===== config.mk =====
export PLATFORM = sky130hd
export DESIGN_NAME = adder_result_fifo_flat
export DESIGN_NICKNAME = d
export VERILOG_FILES = /design/src/rtl/adder_result_fifo_if.sv /design/src/rtl/adder_result_fifo.sv /design/src/flat_wrapper.sv
export SDC_FILE = /design/constraint.sdc
export NUM_CORES = 1
export LEC_CHECK = 0
export ABC_AREA = 1
export CORE_ASPECT_RATIO = 1.4
export CORE_UTILIZATION = 45
export CTS_CLUSTER_DIAMETER = 150
export CTS_CLUSTER_SIZE = 10
export DETAILED_ROUTE_END_ITERATION = 10
export PLACE_DENSITY = 0.69
export SLEW_MARGIN = 20
export SYNTH_ARGS = -nofsm -noshare
export SYNTH_HDL_FRONTEND = slang
export SYNTH_SLANG_ARGS = --single-unit

===== constraint.sdc =====
create_clock -name clock -period 10.5 [get_ports clock]
set_input_delay 1.05 -clock clock [delete_from_list [all_inputs] [get_ports clock]]
set_output_delay 1.05 -clock clock [all_outputs]
set_load 0.005 [all_outputs]

===== src/rtl/adder_result_fifo_if.sv =====
// -----------------------------------------------------------------------------
// adder_result_fifo_if
// Handshake bundle between the pipelined adder (producer), the result FIFO and
// the downstream consumer.
//   in_valid  : producer has a sum on in_data
//   in_data   : WIDTH-bit sum, bit WIDTH-1 is the adder carry-out
//   in_ready  : FIFO can accept a word this cycle
//   out_valid : head entry is valid
//   out_data  : head entry
//   out_ready : consumer takes the head this cycle
// Modports: slave = FIFO side, master = producer/consumer side.
// -----------------------------------------------------------------------------
interface adder_result_fifo_if #(
    parameter int WIDTH = 33
);
    logic             in_valid;
    logic [WIDTH-1:0] in_data;
    logic             in_ready;
    logic             out_valid;
    logic [WIDTH-1:0] out_data;
    logic             out_ready;

    modport slave (
        input  in_valid, in_data, out_ready,
        output in_ready, out_valid, out_data
    );

    modport master (
        output in_valid, in_data, out_ready,
        input  in_ready, out_valid, out_data
    );
endinterface


===== src/rtl/adder_result_fifo.sv =====
// -----------------------------------------------------------------------------
// adder_result_fifo
// Small synchronous FIFO that buffers adder sums for a slower consumer, with a
// sticky overflow flag and a saturating count of carry-out words for debug.
// Ports:
//   clock     : single clock, rising edge
//   reset     : asynchronous, active-high; clears pointers, count, flags, storage
//   clear     : synchronous clear of overflow and carry_cnt only
//   bus       : valid/ready handshake bundle (slave side)
//   count     : occupancy 0..DEPTH
//   overflow  : sticky, set when a word is presented while full
//   carry_cnt : saturating count of accepted words with the carry bit set
// -----------------------------------------------------------------------------
module adder_result_fifo #(
    parameter int WIDTH = 33,
    parameter int DEPTH = 4,
    parameter int CW    = 8
) (
    input  logic                     clock,
    input  logic                     reset,
    input  logic                     clear,
    adder_result_fifo_if.slave       bus,
    output logic [$clog2(DEPTH):0]   count,
    output logic                     overflow,
    output logic [CW-1:0]            carry_cnt
);
    localparam int AW = $clog2(DEPTH);
    localparam logic [AW:0]   FULL_CNT  = (AW+1)'(DEPTH);
    localparam logic [CW-1:0] CARRY_MAX = '1;

    logic [WIDTH-1:0] r_mem [DEPTH];
    logic [AW-1:0]    r_wptr;
    logic [AW-1:0]    r_rptr;
    logic [AW:0]      r_count;
    logic             r_overflow;
    logic [CW-1:0]    r_carry_cnt;

    logic w_in_ready;
    logic w_out_valid;
    logic w_push;
    logic w_pop;

    // Ready/valid come only from the registered count, so there is no
    // combinational path from in_valid/out_ready to in_ready/out_valid.
    assign w_in_ready  = (r_count != FULL_CNT);
    assign w_out_valid = (r_count != '0);
    assign w_push      = bus.in_valid  && w_in_ready;
    assign w_pop       = bus.out_ready && w_out_valid;

    assign bus.in_ready  = w_in_ready;
    assign bus.out_valid = w_out_valid;
    assign bus.out_data  = r_mem[r_rptr];
    assign count         = r_count;
    assign overflow      = r_overflow;
    assign carry_cnt     = r_carry_cnt;

    // Storage
    always_ff @(posedge clock or posedge reset) begin
        if (reset) begin
            for (int i = 0; i < DEPTH; i++) begin
                r_mem[i] <= '0;
            end
        end else if (w_push) begin
            r_mem[r_wptr] <= bus.in_data;
        end
    end

    // Pointers wrap naturally; full/empty come from r_count, so pointer
    // equality never needs to be disambiguated.
    always_ff @(posedge clock or posedge reset) begin
        if (reset) begin
            r_wptr  <= '0;
            r_rptr  <= '0;
            r_count <= '0;
        end else begin
            if (w_push) begin
                r_wptr <= r_wptr + 1'b1;
            end
            if (w_pop) begin
                r_rptr <= r_rptr + 1'b1;
            end
            case ({w_push, w_pop})
                2'b10:   r_count <= r_count + 1'b1;
                2'b01:   r_count <= r_count - 1'b1;
                default: r_count <= r_count;
            endcase
        end
    end

    // Debug flags; clear wins over a same-cycle set or increment.
    always_ff @(posedge clock or posedge reset) begin
        if (reset) begin
            r_overflow  <= 1'b0;
            r_carry_cnt <= '0;
        end else if (clear) begin
            r_overflow  <= 1'b0;
            r_carry_cnt <= '0;
        end else begin
            if (bus.in_valid && !w_in_ready) begin
                r_overflow <= 1'b1;
            end
            if (w_push && bus.in_data[WIDTH-1] && (r_carry_cnt != CARRY_MAX)) begin
                r_carry_cnt <= r_carry_cnt + 1'b1;
            end
        end
    end
endmodule


===== src/flat_wrapper.sv =====
// flat-port wrapper written by rule: the top's interface ports become plain ports
module adder_result_fifo_flat 
#(
    parameter int WIDTH = 33,
    parameter int DEPTH = 4,
    parameter int CW    = 8
)
  (clock, reset, clear, count, overflow, carry_cnt, bus_in_valid, bus_in_data, bus_out_ready, bus_in_ready, bus_out_valid, bus_out_data);
  adder_result_fifo_if #(.WIDTH(WIDTH)) bus_i ();
  input  logic clock;
  input  logic reset;
  input  logic clear;
  output logic [$clog2(DEPTH):0] count;
  output logic overflow;
  output logic [CW-1:0] carry_cnt;
  input wire logic [$bits(bus_i.in_valid)-1:0] bus_in_valid;
  input wire logic [$bits(bus_i.in_data)-1:0] bus_in_data;
  input wire logic [$bits(bus_i.out_ready)-1:0] bus_out_ready;
  output wire logic [$bits(bus_i.in_ready)-1:0] bus_in_ready;
  output wire logic [$bits(bus_i.out_valid)-1:0] bus_out_valid;
  output wire logic [$bits(bus_i.out_data)-1:0] bus_out_data;
  assign bus_i.in_valid = bus_in_valid;
  assign bus_i.in_data = bus_in_data;
  assign bus_i.out_ready = bus_out_ready;
  assign bus_in_ready = bus_i.in_ready;
  assign bus_out_valid = bus_i.out_valid;
  assign bus_out_data = bus_i.out_data;
  adder_result_fifo #(.WIDTH(WIDTH), .DEPTH(DEPTH), .CW(CW)) u_core (.clock(clock), .reset(reset), .clear(clear), .bus(bus_i), .count(count), .overflow(overflow), .carry_cnt(carry_cnt));
endmodule

# After elaboration in Yosys (flattened, before gate mapping)
# Index checks and enable logic that the tools add are counted.
[op_classes]
n_lt_le_gt_ge = 3
mux = 11
n_bitwise = 2
n_eq_ne = 4
n_addsub = 5
n_reduce_logical = 11
[ops]
columns = ["op", "count"]
rows = [
  ["132-bit bitwise mux", 1],
  ["33-bit 2-to-1 mux", 3],
  ["33-bit binary-select mux with 2-bit select", 1],
  ["33-bit demux with 2-bit select", 1],
  ["8-bit 2-to-1 mux", 2],
  ["8-bit by 1-bit adder with 8-bit output (second input constant)", 1],
  ["8-bit inequality test (second input constant)", 1],
  ["3-bit >= comparator (second input constant)", 2],
  ["1-bit logical AND", 6],
  ["2-bit inverter with 3-bit output", 2],
  ["3-bit case mux with 2 select lines", 1],
  ["2-bit nonzero test", 3],
  ["2-bit by 1-bit adder with 2-bit output (second input constant)", 2],
  ["3-bit by 1-bit adder with 3-bit output (second input constant)", 1],
  ["3-bit by 1-bit less-than comparator with 1-bit output (second input constant)", 1],
  ["3-bit inequality test (second input constant)", 1],
  ["3-bit nonzero test", 1],
  ["3-bit by 1-bit subtractor with 3-bit output (second input constant)", 1],
  ["2-bit by 1-bit == test with 1-bit output (second input constant)", 1],
  ["2-bit == test (second input constant)", 1],
  ["1-bit 2-to-1 mux", 2],
  ["1-bit logical NOT", 1],
]
[totals]
out_inout_bits = 47
word_cells = 45
ff_bits = 148

# Depth between registers and ports, before layout
[logic_depth]
ltp_word = 6
mapped_depth = 9
depth_no_buf = 9

# Least setup slack after synthesis
# No wires, ideal clock.
[synth_timing]
path_type = "in2reg"
startpoint = "input bus_out_ready"
endpoint = "register u_core.r_count[2] (netlist: u_core.count[2])"
stages = 7
setup_slack_ns = 8.025
arrival_ns = 2.344
cell_sequence = "a21boi_0 ha_1 inv_1 fa_1 a21oi_1 o21ai_0 xor2_1"
[synth_via]
elab_chain_len = 3
[synth_lines]
columns = ["element", "line", "text"]
rows = [
  ["from (decl)", "flat_wrapper.sv:18", "input wire logic [$bits(bus_i.out_ready)-1:0] bus_out_ready;"],
  ["1-bit logical AND (*)", "adder_result_fifo.sv:48", "assign w_pop = bus.out_ready && w_out_valid;"],
  ["2-bit by 1-bit == test with 1-bit output or 2-bit == test (tied branches)", "adder_result_fifo.sv:82", "case ({w_push, w_pop})"],
  ["3-bit case mux with 2 select lines or 2-bit nonzero test (tied branches)", "-", ""],
  ["to (signal assigned)", "adder_result_fifo.sv:83", "2'b10: r_count <= r_count + 1'b1;"],
  ["to (signal assigned)", "adder_result_fifo.sv:84", "2'b01: r_count <= r_count - 1'b1;"],
  ["to (signal assigned)", "adder_result_fifo.sv:85", "default: r_count <= r_count;"],
  ["to (decl)", "adder_result_fifo.sv:34", "logic [AW:0] r_count;"],
]
# Every way passes the cells marked *; elsewhere a longest branch is shown, timed or not.
# A chain may end at the register's enable or synchronous reset.

# Worst setup path after layout
[layout_timing]
startpoint = "register u_core.r_rptr[0]"
endpoint = "output bus_out_data[12]"
[layout_via]
elab_chain_len = 4
[layout_lines]
columns = ["element", "line", "text"]
rows = [
  ["from (decl)", "adder_result_fifo.sv:33", "logic [AW-1:0] r_rptr;"],
  ["from (signal assigned)", "adder_result_fifo.sv:80", "r_rptr <= r_rptr + 1'b1;"],
  ["2-bit inverter with 3-bit output (not written as such)", "adder_result_fifo.sv:52", "assign bus.out_data = r_mem[r_rptr];"],
  ["33-bit binary-select mux with 2-bit select", "adder_result_fifo.sv:52", ""],
  ["33-bit 2-to-1 mux (not written as such) (2 in series)", "adder_result_fifo.sv:52", ""],
  ["to (decl)", "flat_wrapper.sv:21", "output wire logic [$bits(bus_i.out_data)-1:0] bus_out_data;"],
]
# Every way passes these cells. The select of a mux whose other input is x is not followed.

==> results.toml <==
[placement]
dp_cells = 997
io_buffers = 84
gp_congestion = 0.788
dpl.hpwl_microns = 9010

[power_and_ir_drop]
p_clk_share_pct = 22.7
vdd_drop_max_v = 0.000144
p_seq_share_pct = 36.7
swShare_pct = 35.9
power_density_mw_per_mm2 = 324
finalPower_uw = 2610
p_int_uw = 1680
p_switching_uw = 938
total_leakage_power_uw = 0.00373
combPwrFrac_pct = 40.6

[critical_path]
path_max_fanout = 66
critPathSlowestCell = "inv_2"
crit_required_ns = 9.45
start_kind = "flip-flop"
cp-end-kind = "output port"
crit_path_max_incr_delay_ns = 0.75
arrival_ns = 2.55
path_cells = "inv_2 > o21ai_0 > o22ai_1 > clkdlybuf4s50_1"
critical_path_class = "reg2out"

[grt]
first_global_vias = 5569
grt_pass1_wl_microns = 26300
antenna_found_initial = 0
grt_max_degree = 79
grt_usage_pct = 21.5
grt-ovfl-total = 0

[cts]
htree_num_levels = 4
post_cts_resize_count = 0
clock_path_buffers = 2
cts_root_buffer = "clkbuf_16"
postCtsSetupBuffers = 0
clock_latency_ns = 0.42
cts_tree = "yes"
clock_sinks = 148
hold_buffers = 0
cts_buffers = 17
clk_pin_slew_worst_paths_ns = 0.06

[synth]
syn-cell-area_sq_mm = 0.00667
syn_area_per_cell_sq_um = 8.70
synth_top_cell_by_area = "dfrtp_1"
yosysUniqueCellTypes = 25
yosysWarnings = 0
async_flop_share_pct = 100
synthCells = 766
synthTopCellsByArea = "dfrtp_1, o21ai_0, nand2_1, nor2_1, o21ai_1"
netlist.area_leader.share_pct = 55.6
ys_seq_elements = 148
syn-num-nets = 811
ys.flop_type = "dfrtp_1"
synth_enable_flop_cells = 0
ys_seq_area_share_pct = 55.6

[drt]
vias = 5479
postRouteWirelength_microns = 15500
vias_per_cell = 5.32
antenna_left = 0
first_iter_violations = 350
first_pass_iters = 5
avgRoutedWirePerCell_microns = 15.0
drc = 0

[final_layout]
drive_gt1_share_pct = 5.71
nFillCells = 1303
nNetsFinal = 872
n_antenna_cell = 0
final_cell_mix = "nand2_1, dfrtp_1, o21ai_0, clkdlybuf4s50_1, nor2_1"
seq_area_sq_mm = 0.00370
area_delta_synth_final_pct = 21.0
postLayoutCoreUtil_pct = 55.8
multiInputGateArea_sq_mm = 0.00245
finalNonFillerCells = 1029
layout_commonest_cell = "nand2_1"

[sta]
setup_tns_ns = 0
hold_viol_final = 0
fin_crit_sh_pct = 34.3
maxSlewHeadroom_pct = 29.6
clock_skew_ns = 0.00610
hold_ws_ns = 0.483
fmax_mhz = 278
worstMarginPinSlew_ns = 1.05
min_period_ns = 3.60
rsz0062_at_grt = "false"
drv_slew = 0
finalSetupViolations = 0

[die]
die_area_sq_mm = 0.0153
initial_core_util_pct = 46.1
rows = 52
io_pins = 85
fp.coreArea_sq_mm = 0.0144
die_w_microns = 105
die_h_microns = 146

[run_status]
status = "complete, no violations"

[min_path]
hp-class = "reg2reg"

[flow_run]
drv_cap = 0
==> routing by layer <==
metal  up-vias  wire length (microns)  track usage, %
met2       143                   7660            36.3
met4         0                    212            8.31
met5         -                      0               0
met3        21                    867            5.24
li1       2644                      -               -
met1      2671                   6740            26.5
==> cell usage after synthesis, types with 3 or more instances <==
cell type,count
nand2_1,163
nand2_2,4
buf_4,4
buf_6,16
o21ai_1,56
o22ai_1,33
a21oi_1,3
dfrtp_1,148
inv_1,50
clkbuf_1,27
o21ai_0,146
ha_1,6
nor2_1,77
nand3_1,16
buf_2,3
xor2_1,4
==> flip-flops by register name, indices dropped and copies added (netlist names) <==
name              count
u_core.r_mem        132
u_core.carry_cnt      8
u_core.count          3
u_core.r_rptr         2
u_core.r_wptr         2
u_core.overflow       1
==> cell type report <==
class | count | share of cell area (%)
well taps | 189 | 2.93
clock buffers | 23 | 5.93
clock inverters | 9 | 1.27
flip-flops and latches | 148 | 45.9
multi-input cells | 518 | 30.4
inverters | 50 | 2.39
repair buffers | 92 | 11.2
==> cell families after synthesis <==
kind of cell	count (synthesis)	synth area share, %
compound gates	241	19.0
xor+xnor	6	0.788
fa+ha+maj	7	1.43
buf+inv	100	7.72
flops	148	55.6
simple gates	264	15.5
==> critical path, delay by kind of cell (launching register included) <==
| kind | cells | cell delay (ns) |
|---|---|---|
| buffers and inverters | 2 | 1.29 |
| AOI/OAI and AO/OA | 2 | 0.41 |
| DFF | 1 | 0.40 |
==> path summary, 6_finish.rpt <==
kind	start	to	slack [ns]	cells past startpoint
max in group asynchronous	reset	u_core.r_rptr[0]$_DFFE_PP0P_	7.91	3
worst max-delay path	u_core.r_rptr[0]$_DFFE_PP0P_	bus_out_data[12]	6.90	4
worst min-delay path	u_core.r_mem[53]$_DFFE_PP0P_	u_core.r_mem[53]$_DFFE_PP0P_	0.48	2
worst min register to register	u_core.r_mem[53]$_DFFE_PP0P_	u_core.r_mem[53]$_DFFE_PP0P_	0.48	2
min in group asynchronous	reset	u_core.r_mem[119]$_DFFE_PP0P_	1.11	2
worst max register to register	u_core.count[2]$_DFFE_PP0P_	u_core.count[2]$_DFFE_PP0P_	8.18	8
==> power groups by stage <==
stage	sequential (uW)	combinational (uW)	clock, uW
2_1_floorplan	926	667	0
3_3_place_gp	946	1040	0
3_5_place_dp	960	1070	0
4_1_cts	954	1070	602
5_1_grt	985	1200	626
6_report	958	1060	594
==> per-stage QoR <==
stage,worst slack (ns),cell area [sq um]
6_report,6.90,8060
5_1_grt,6.69,8060
4_1_cts,6.86,8060
3_5_place_dp,7.25,7480
3_3_place_gp,7.37,7480
2_1_floorplan,5.47,6670
Note: power is estimated with default switching activity, not from simulation.
